[src/rtl/pep_mmacc_splitc_sxt_pkg.sv]
// Shared types and default sizes for the sample-extract command tracker.
package pep_mmacc_splitc_sxt_pkg;

    localparam int unsigned SXT_CMD_W    = 32;
    localparam int unsigned SXT_CHUNK_W  = 8;
    localparam int unsigned SXT_PEND_MAX = 258;

    typedef struct packed {
        logic [SXT_CMD_W-1:0]   data;
        logic [SXT_CHUNK_W-1:0] chunk_nb;
    } sxt_cmd_t;

endpackage

[src/rtl/pep_mmacc_splitc_sxt_cmd_fifo.sv]
// Register FIFO of sample-extract commands with a combinational head read.
module pep_mmacc_splitc_sxt_cmd_fifo
    import pep_mmacc_splitc_sxt_pkg::*;
#(
    parameter int unsigned DEPTH = 8
) (
    input  logic                       clk_i,
    input  logic                       s_rst_ni,
    input  logic                       wr_en_i,
    input  sxt_cmd_t                   wr_data_i,
    input  logic                       rd_en_i,
    output sxt_cmd_t                   head_o,
    output logic [$clog2(DEPTH+1)-1:0] cnt_o
);

    localparam int unsigned PTR_W = $clog2(DEPTH);

    // Pointers carry an extra wrap bit so full and empty are distinguishable.
    logic [PTR_W:0] wr_ptr_q, wr_ptr_d;
    logic [PTR_W:0] rd_ptr_q, rd_ptr_d;
    sxt_cmd_t       mem_q [DEPTH];

    assign wr_ptr_d = wr_en_i ? wr_ptr_q + (PTR_W+1)'(1) : wr_ptr_q;
    assign rd_ptr_d = rd_en_i ? rd_ptr_q + (PTR_W+1)'(1) : rd_ptr_q;

    always_ff @(posedge clk_i or negedge s_rst_ni) begin
        if (!s_rst_ni) begin
            wr_ptr_q <= '0;
            rd_ptr_q <= '0;
        end else begin
            wr_ptr_q <= wr_ptr_d;
            rd_ptr_q <= rd_ptr_d;
        end
    end

    always_ff @(posedge clk_i) begin
        if (wr_en_i) begin
            mem_q[wr_ptr_q[PTR_W-1:0]] <= wr_data_i;
        end
    end

    assign head_o = mem_q[rd_ptr_q[PTR_W-1:0]];
    assign cnt_o  = wr_ptr_q - rd_ptr_q;

endmodule

[src/rtl/pep_mmacc_splitc_sxt_cmd_track.sv]
// Matches synchronized chunk-done pulses against queued sample-extract commands and
// releases each command on a valid/ready output once all of its chunks have completed.
module pep_mmacc_splitc_sxt_cmd_track
    import pep_mmacc_splitc_sxt_pkg::*;
#(
    parameter int unsigned CMD_W     = SXT_CMD_W,
    parameter int unsigned CHUNK_W   = SXT_CHUNK_W,
    parameter int unsigned DEPTH     = 8,
    parameter int unsigned PEND_MAX  = SXT_PEND_MAX,
    parameter bit          OVF_FATAL = 1'b1
) (
    input  logic                          clk,
    input  logic                          s_rst_n,
    input  logic                          in_cmd_vld,
    output logic                          in_cmd_rdy,
    input  logic [CMD_W-1:0]              in_cmd_data,
    input  logic [CHUNK_W-1:0]            in_cmd_chunk_nb,
    input  logic                          in_chunk_pulse,
    output logic                          out_cmd_vld,
    input  logic                          out_cmd_rdy,
    output logic [CMD_W-1:0]              out_cmd_data,
    output logic [$clog2(DEPTH+1)-1:0]    fifo_cnt,
    output logic [$clog2(PEND_MAX+1)-1:0] pend_cnt,
    output logic                          err_overflow
);

    localparam int unsigned CNT_W  = $clog2(DEPTH + 1);
    localparam int unsigned PEND_W = $clog2(PEND_MAX + 1);

    sxt_cmd_t           in_cmd, head;
    logic [CNT_W-1:0]   cnt;
    logic               push, pop, out_free, consumable, avail, consume, last_chunk;
    logic [CHUNK_W-1:0] head_nb;

    logic [CHUNK_W-1:0] chunk_cnt_q, chunk_cnt_d;
    logic [PEND_W-1:0]  pend_cnt_q, pend_cnt_d;
    logic               out_vld_q, out_vld_d;
    logic [CMD_W-1:0]   out_data_q, out_data_d;
    logic               err_q, err_d;

    assign in_cmd = '{data: in_cmd_data, chunk_nb: in_cmd_chunk_nb};

    pep_mmacc_splitc_sxt_cmd_fifo #(
        .DEPTH (DEPTH)
    ) u_fifo (
        .clk_i     (clk),
        .s_rst_ni  (s_rst_n),
        .wr_en_i   (push),
        .wr_data_i (in_cmd),
        .rd_en_i   (pop),
        .head_o    (head),
        .cnt_o     (cnt)
    );

    assign in_cmd_rdy = (cnt < CNT_W'(DEPTH));
    assign push       = in_cmd_vld && in_cmd_rdy;
    assign out_free   = !out_vld_q || out_cmd_rdy;
    assign consumable = (cnt != '0) && out_free;
    assign avail      = in_chunk_pulse || (pend_cnt_q != '0);
    assign consume    = avail && consumable;

    // A zero chunk count is illegal; treat it as a single chunk rather than hang.
    assign head_nb    = (head.chunk_nb == '0) ? CHUNK_W'(1) : head.chunk_nb;
    assign last_chunk = (chunk_cnt_q == head_nb - CHUNK_W'(1));
    assign pop        = consume && last_chunk;

    always_comb begin
        pend_cnt_d  = pend_cnt_q;
        err_d       = err_q;
        chunk_cnt_d = chunk_cnt_q;
        out_vld_d   = out_vld_q;
        out_data_d  = out_data_q;

        // Only the count matters, so a new pulse and a pending one are interchangeable.
        if (in_chunk_pulse && !consume) begin
            if (pend_cnt_q == PEND_W'(PEND_MAX)) begin
                err_d = 1'b1;
            end else begin
                pend_cnt_d = pend_cnt_q + PEND_W'(1);
            end
        end else if (!in_chunk_pulse && consume) begin
            pend_cnt_d = pend_cnt_q - PEND_W'(1);
        end

        if (consume) begin
            chunk_cnt_d = last_chunk ? '0 : chunk_cnt_q + CHUNK_W'(1);
        end

        if (pop) begin
            out_vld_d  = 1'b1;
            out_data_d = head.data;
        end else if (out_cmd_rdy) begin
            out_vld_d  = 1'b0;
        end
    end

    always_ff @(posedge clk or negedge s_rst_n) begin
        if (!s_rst_n) begin
            chunk_cnt_q <= '0;
            pend_cnt_q  <= '0;
            out_vld_q   <= 1'b0;
            out_data_q  <= '0;
            err_q       <= 1'b0;
        end else begin
            chunk_cnt_q <= chunk_cnt_d;
            pend_cnt_q  <= pend_cnt_d;
            out_vld_q   <= out_vld_d;
            out_data_q  <= out_data_d;
            err_q       <= err_d;
        end
    end

    assign out_cmd_vld  = out_vld_q;
    assign out_cmd_data = out_data_q;
    assign fifo_cnt     = cnt;
    assign pend_cnt     = pend_cnt_q;
    assign err_overflow = err_q;

    a_push_rdy: assert property (@(posedge clk) disable iff (!s_rst_n)
        in_cmd_vld |-> in_cmd_rdy)
        else $fatal(1, "command pushed while FIFO full");

    a_nb_zero: assert property (@(posedge clk) disable iff (!s_rst_n)
        push |-> (in_cmd_chunk_nb != '0))
        else $fatal(1, "command pushed with zero chunk count");

    a_ovf: assert property (@(posedge clk) disable iff (!s_rst_n)
        !(OVF_FATAL && err_d && !err_q))
        else $fatal(1, "pending pulse counter overflow");

endmodule

[config.mk]
export PLATFORM = sky130hd
export DESIGN_NAME = pep_mmacc_splitc_sxt_cmd_track
export DESIGN_NICKNAME = d
export VERILOG_FILES = /design/src/rtl/pep_mmacc_splitc_sxt_pkg.sv /design/src/rtl/pep_mmacc_splitc_sxt_cmd_fifo.sv /design/src/rtl/pep_mmacc_splitc_sxt_cmd_track.sv
export SDC_FILE = /design/constraint.sdc
export NUM_CORES = 1
export LEC_CHECK = 0
export BUFFER_PORTS_ARGS = -buffer_cell sky130_fd_sc_hd__buf_2
export CORE_MARGIN = 4
export CORE_UTILIZATION = 65
export CTS_CLUSTER_SIZE = 24
export DETAILED_ROUTE_END_ITERATION = 8
export GPL_TIMING_DRIVEN = 1
export PLACE_DENSITY = 0.93
export SLEW_MARGIN = 20
export SYNTH_ARGS = -nofsm -noshare
export SYNTH_HDL_FRONTEND = slang
export SYNTH_SLANG_ARGS = --single-unit
[constraint.sdc]
create_clock -name clk -period 18.6 [get_ports clk]
set_clock_uncertainty 0.1 [all_clocks]
set_input_delay 0.93 -clock clk [delete_from_list [all_inputs] [get_ports clk]]
set_output_delay 0.93 -clock clk [all_outputs]
set_load 0.02 [all_outputs]
==> tab_implementation.tex <==
\begin{tabular}{lr}
\hline
Metric & Value \\
\hline
\multicolumn{2}{l}{\textbf{Clock network}} \\
Maximum number of buffers from clock root to sink & 3 \\
Clock insertion delay at the later pin of the skew report & 530 ps \\
\# hold bufs at CTS & 0 \\
Clock input transition at the sequential cells of the worst setup and hold paths & 60 ps \\
Number of H-tree levels & 2 \\
Clock tree from TritonCTS & done \\
Num Clock Sinks & 379 \\
Clock tree root driver cell & sky130\_fd\_sc\_hd\_\_clkbuf\_16 \\
Setup repair bufs after CTS & 0 \\
CTS Buf Count & 37 \\
Post-CTS Resized & 0 \\
\multicolumn{2}{l}{\textbf{Pwr}} \\
Lkg Pwr & 6.40 nW \\
Maximum VDD drop & 0.106 mV \\
Power density over the cells & 157 nW/um\^{}2 \\
\multicolumn{2}{l}{\textbf{Logic synthesis}} \\
Proportion of synthesized flip-flops having asynchronous set or reset & 0.156 \\
Net Count, Synth & 885 \\
Most instantiated cells after synthesis & sky130\_fd\_sc\_hd\_\_edfxtp\_1 (320), sky130\_fd\_sc\_hd\_\_nand2\_1 (114), sky130\_fd\_sc\_hd\_\_mux4\_2 (78) \\
Seq cells post-synth & 379 \\
Post-synthesis sequential area ratio & 0.732 \\
Top-area cell type share of the netlist area & 0.635 \\
Most common cell in the synthesized netlist & sky130\_fd\_sc\_hd\_\_edfxtp\_1 \\
Yosys synthesis warning count & 0 \\
Leading area contributor after synthesis & sky130\_fd\_sc\_hd\_\_edfxtp\_1 \\
Gate count of the mapped netlist & 824 \\
Leading register cell type out of synthesis & sky130\_fd\_sc\_hd\_\_edfxtp\_1 \\
Number of distinct library cells after synthesis & 52 \\
Netlist area before placement & 15100 um\^{}2 \\
Synth area leaders & sky130\_fd\_sc\_hd\_\_edfxtp\_1 (63\%), sky130\_fd\_sc\_hd\_\_mux4\_2 (12\%), sky130\_fd\_sc\_hd\_\_dfrtp\_1 (9.8\%) \\
Number of enable-type register cells in the synthesized netlist & 320 \\
Post-synthesis average cell area & 18.4 um\^{}2 \\
\multicolumn{2}{l}{\textbf{Routing}} \\
Number of design-rule violations left by the first detailed-router iteration & 856 \\
Via total after detailed routing & 8079 \\
DRC violations left & 0 \\
First-pass detailed-route iteration total & 5 \\
Post-detailed-routing wire length & 33500 um \\
Detailed-route vias per instance & 6.33 \\
Post-DR wirelength/cell & 26.2 um \\
Number of nets with antenna violations after detailed routing & 0 \\
\multicolumn{2}{l}{\textbf{Setup path}} \\
Worst path arrival time & 5420 ps \\
Worst setup startpoint & u\_fifo.rd\_ptr\_q[0] \\
Maximum net fanout on the critical path & 36 \\
Startpoint of the lowest-slack register-to-register path & u\_fifo.rd\_ptr\_q[0] \\
Setup CP Type & reg2reg \\
Kind of launch point of the worst setup path & flop \\
Element type at the critical path end & flop \\
Worst EP required & 18930 ps \\
\multicolumn{2}{l}{\textbf{Cells and area}} \\
Area growth from synthesis to final layout & 14.2\% \\
Layout cell share with drive strength beyond 1 & 0.272 \\
Net count reported at finish & 996 \\
Cell area after layout & 17300 um\^{}2 \\
\multicolumn{2}{l}{\textbf{Timing}} \\
Fmax & 0.197 GHz \\
Final Worst Setup Slack & 13520 ps \\
Sum of negative setup slack & 0 ps \\
Final setup vio count & 0 \\
Final hold violation count & 0 \\
Unrepaired setup endpoints after global routing & no \\
Max Transition Viols Final & 0 \\
Actual transition at the worst max-transition pin & 1050 ps \\
Share of the clock period used by the worst path after layout & 0.273 \\
Fin crit period & 5080 ps \\
Tightest slew margin relative to the limit & 0.297 \\
\multicolumn{2}{l}{\textbf{Floorplanning}} \\
Floorplan die width & 161 um \\
Overall die height & 161 um \\
Number of ports placed on the die boundary & 93 \\
Initial Util & 0.665 \\
Area of the die & 25800 um\^{}2 \\
Core Footprint & 22800 um\^{}2 \\
Site Rows & 55 \\
\multicolumn{2}{l}{\textbf{Global route}} \\
Initial antenna violation count & 4 \\
Maximum number of pins on one net before global-route repair & 71 \\
Via count of the first global-routing pass & 8576 \\
Overall routing resource usage & 0.266 \\
First-pass GRT wire length & 51700 um \\
Total global routing overflow & 0 \\
\multicolumn{2}{l}{\textbf{Place}} \\
Post-placement setup slack & 13550 ps \\
DPL Wire Length & 18100 um \\
Post-Place Cell Area & 16000 um\^{}2 \\
Final GP Congestion & 0.816 \\
Count of buffers from port buffering & 92 \\
\multicolumn{2}{l}{\textbf{Job}} \\
Number of maximum-capacitance constraint violations & 0 \\
\multicolumn{2}{l}{\textbf{Hold path}} \\
Class of the tightest hold or removal check & reg2reg \\
Hold Path Origin & err\_overflow \\
\multicolumn{2}{l}{\textbf{Outcome}} \\
Outcome & finished clean \\
\hline
\end{tabular}
through the flow:
step | utilization | total power (W) | cells | hold slack, ps
final | 0.759 | 0.00272 | 1276 | 377
after floorplan | - | 0.00172 | 824 | 360
after global placement | 0.703 | 0.00189 | 1209 | 361
after detailed placement | 0.703 | 0.00193 | 1209 | 365
after CTS | 0.759 | 0.00273 | 1275 | 381
after global routing | 0.759 | 0.00285 | 1276 | 401
logic make-up after synthesis:
logic type	count (synthesis)	synth area share
xor gates and xnor gates	25	0.0145
buffers and inverters	53	0.0151
DFF	379	0.732
and+or+nand+nor	184	0.0545
adders and majority gates	16	0.0142
muxes	127	0.153
AOI/OAI and AO/OA	40	0.0161
area by class of cell:
type	count	area, um^2
Fill cell	1193	5490
Sequential cell	379	11100
Antenna cell	1	2.50
Inverter	18	67.6
Tap cell	313	392
Clock inverter	16	236
Multi-Input combinational cell	392	3880
Clock buffer	50	1050
Timing Repair Buffer	107	573
critical path: stages, from the launching register on:
cell and delay, ps:
sky130_fd_sc_hd__dfrtp_4 890, sky130_fd_sc_hd__ha_1 300, sky130_fd_sc_hd__inv_1 50, sky130_fd_sc_hd__a21o_1 170
sky130_fd_sc_hd__a21oi_1 170, sky130_fd_sc_hd__xnor2_1 210, sky130_fd_sc_hd__a221o_1 610, sky130_fd_sc_hd__nand2_1 430
sky130_fd_sc_hd__ha_1 440, sky130_fd_sc_hd__nor2b_1 150, sky130_fd_sc_hd__o21ai_0 200, sky130_fd_sc_hd__a21oi_1 110
sky130_fd_sc_hd__o21ai_0 150, sky130_fd_sc_hd__nand2b_1 110, sky130_fd_sc_hd__a21o_1 180, sky130_fd_sc_hd__a21oi_1 230
sky130_fd_sc_hd__mux2_2 370, sky130_fd_sc_hd__mux2i_1 140
power by group:
part | internal (W) | switching, W
Sequential | 0.00106 | 0.0000921
Combinational | 0.000334 | 0.000441
Clock | 0.000478 | 0.000309
Total | 0.00188 | 0.000841
worst paths after layout:
kind | end | slack (ps) | depth (start not counted)
max | pend_cnt[8] | 13520 | 17
min | err_overflow | 380 | 1
max reg2reg | pend_cnt[8] | 13520 | 17
min reg2reg | err_overflow | 380 | 1
max in group asynchronous | u_fifo.rd_ptr_q[0] | 17260 | 2
min in group asynchronous | u_fifo.wr_ptr_q[0] | 520 | 2
placed cells by master, fill, tap and decap left out, types with 3 or more instances in the layout:
| cell | Yosys | final |
|---|---|---|
| sky130_fd_sc_hd__mux2i_1 | 10 | 10 |
| sky130_fd_sc_hd__nand3_1 | 12 | 12 |
| sky130_fd_sc_hd__buf_2 | 3 | 92 |
| sky130_fd_sc_hd__xor2_1 | 5 | 5 |
| sky130_fd_sc_hd__o21ai_0 | 7 | 7 |
| sky130_fd_sc_hd__bufinv_16 | 0 | 6 |
| sky130_fd_sc_hd__xnor2_1 | 20 | 20 |
| sky130_fd_sc_hd__mux4_2 | 78 | 78 |
| sky130_fd_sc_hd__a21o_1 | 5 | 5 |
| sky130_fd_sc_hd__clkbuf_16 | 0 | 38 |
| sky130_fd_sc_hd__nand2_1 | 114 | 114 |
| sky130_fd_sc_hd__edfxtp_1 | 320 | 320 |
| sky130_fd_sc_hd__clkbuf_8 | 0 | 5 |
| sky130_fd_sc_hd__clkinv_2 | 0 | 5 |
| sky130_fd_sc_hd__nor3_2 | 0 | 4 |
| sky130_fd_sc_hd__dfrtp_1 | 59 | 56 |
| sky130_fd_sc_hd__ha_1 | 14 | 14 |
| sky130_fd_sc_hd__inv_1 | 16 | 16 |
| sky130_fd_sc_hd__nor4_2 | 1 | 4 |
| sky130_fd_sc_hd__mux2_1 | 33 | 33 |
| sky130_fd_sc_hd__a21oi_1 | 17 | 17 |
| sky130_fd_sc_hd__or3_1 | 6 | 6 |
| sky130_fd_sc_hd__clkinv_1 | 0 | 4 |
| sky130_fd_sc_hd__clkbuf_1 | 20 | 7 |
| sky130_fd_sc_hd__nand2b_1 | 3 | 3 |
| sky130_fd_sc_hd__nor2_1 | 18 | 16 |
| sky130_fd_sc_hd__buf_4 | 1 | 15 |
| sky130_fd_sc_hd__nand4_1 | 3 | 3 |
| sky130_fd_sc_hd__nor3_1 | 8 | 4 |
routing by layer:
metal  track usage  wire (um)  share of wire  up-vias
met5             0         47         0.0014        -
met4        0.0774        774          0.023        6
met3        0.0531       2280          0.068       64
met2         0.457      17800           0.53      398
met1         0.350      12600           0.38     4184
li1              -          -              -     3427
registers in the layout, indices dropped and copies added (netlist names):
name and flops:
u_fifo.mem_q 320, out_cmd_data 32, pend_cnt 9, chunk_cnt_q 8
u_fifo.rd_ptr_q 4, u_fifo.wr_ptr_q 4, err_overflow 1, out_cmd_vld 1
Note: power is estimated with default switching activity, not from simulation.
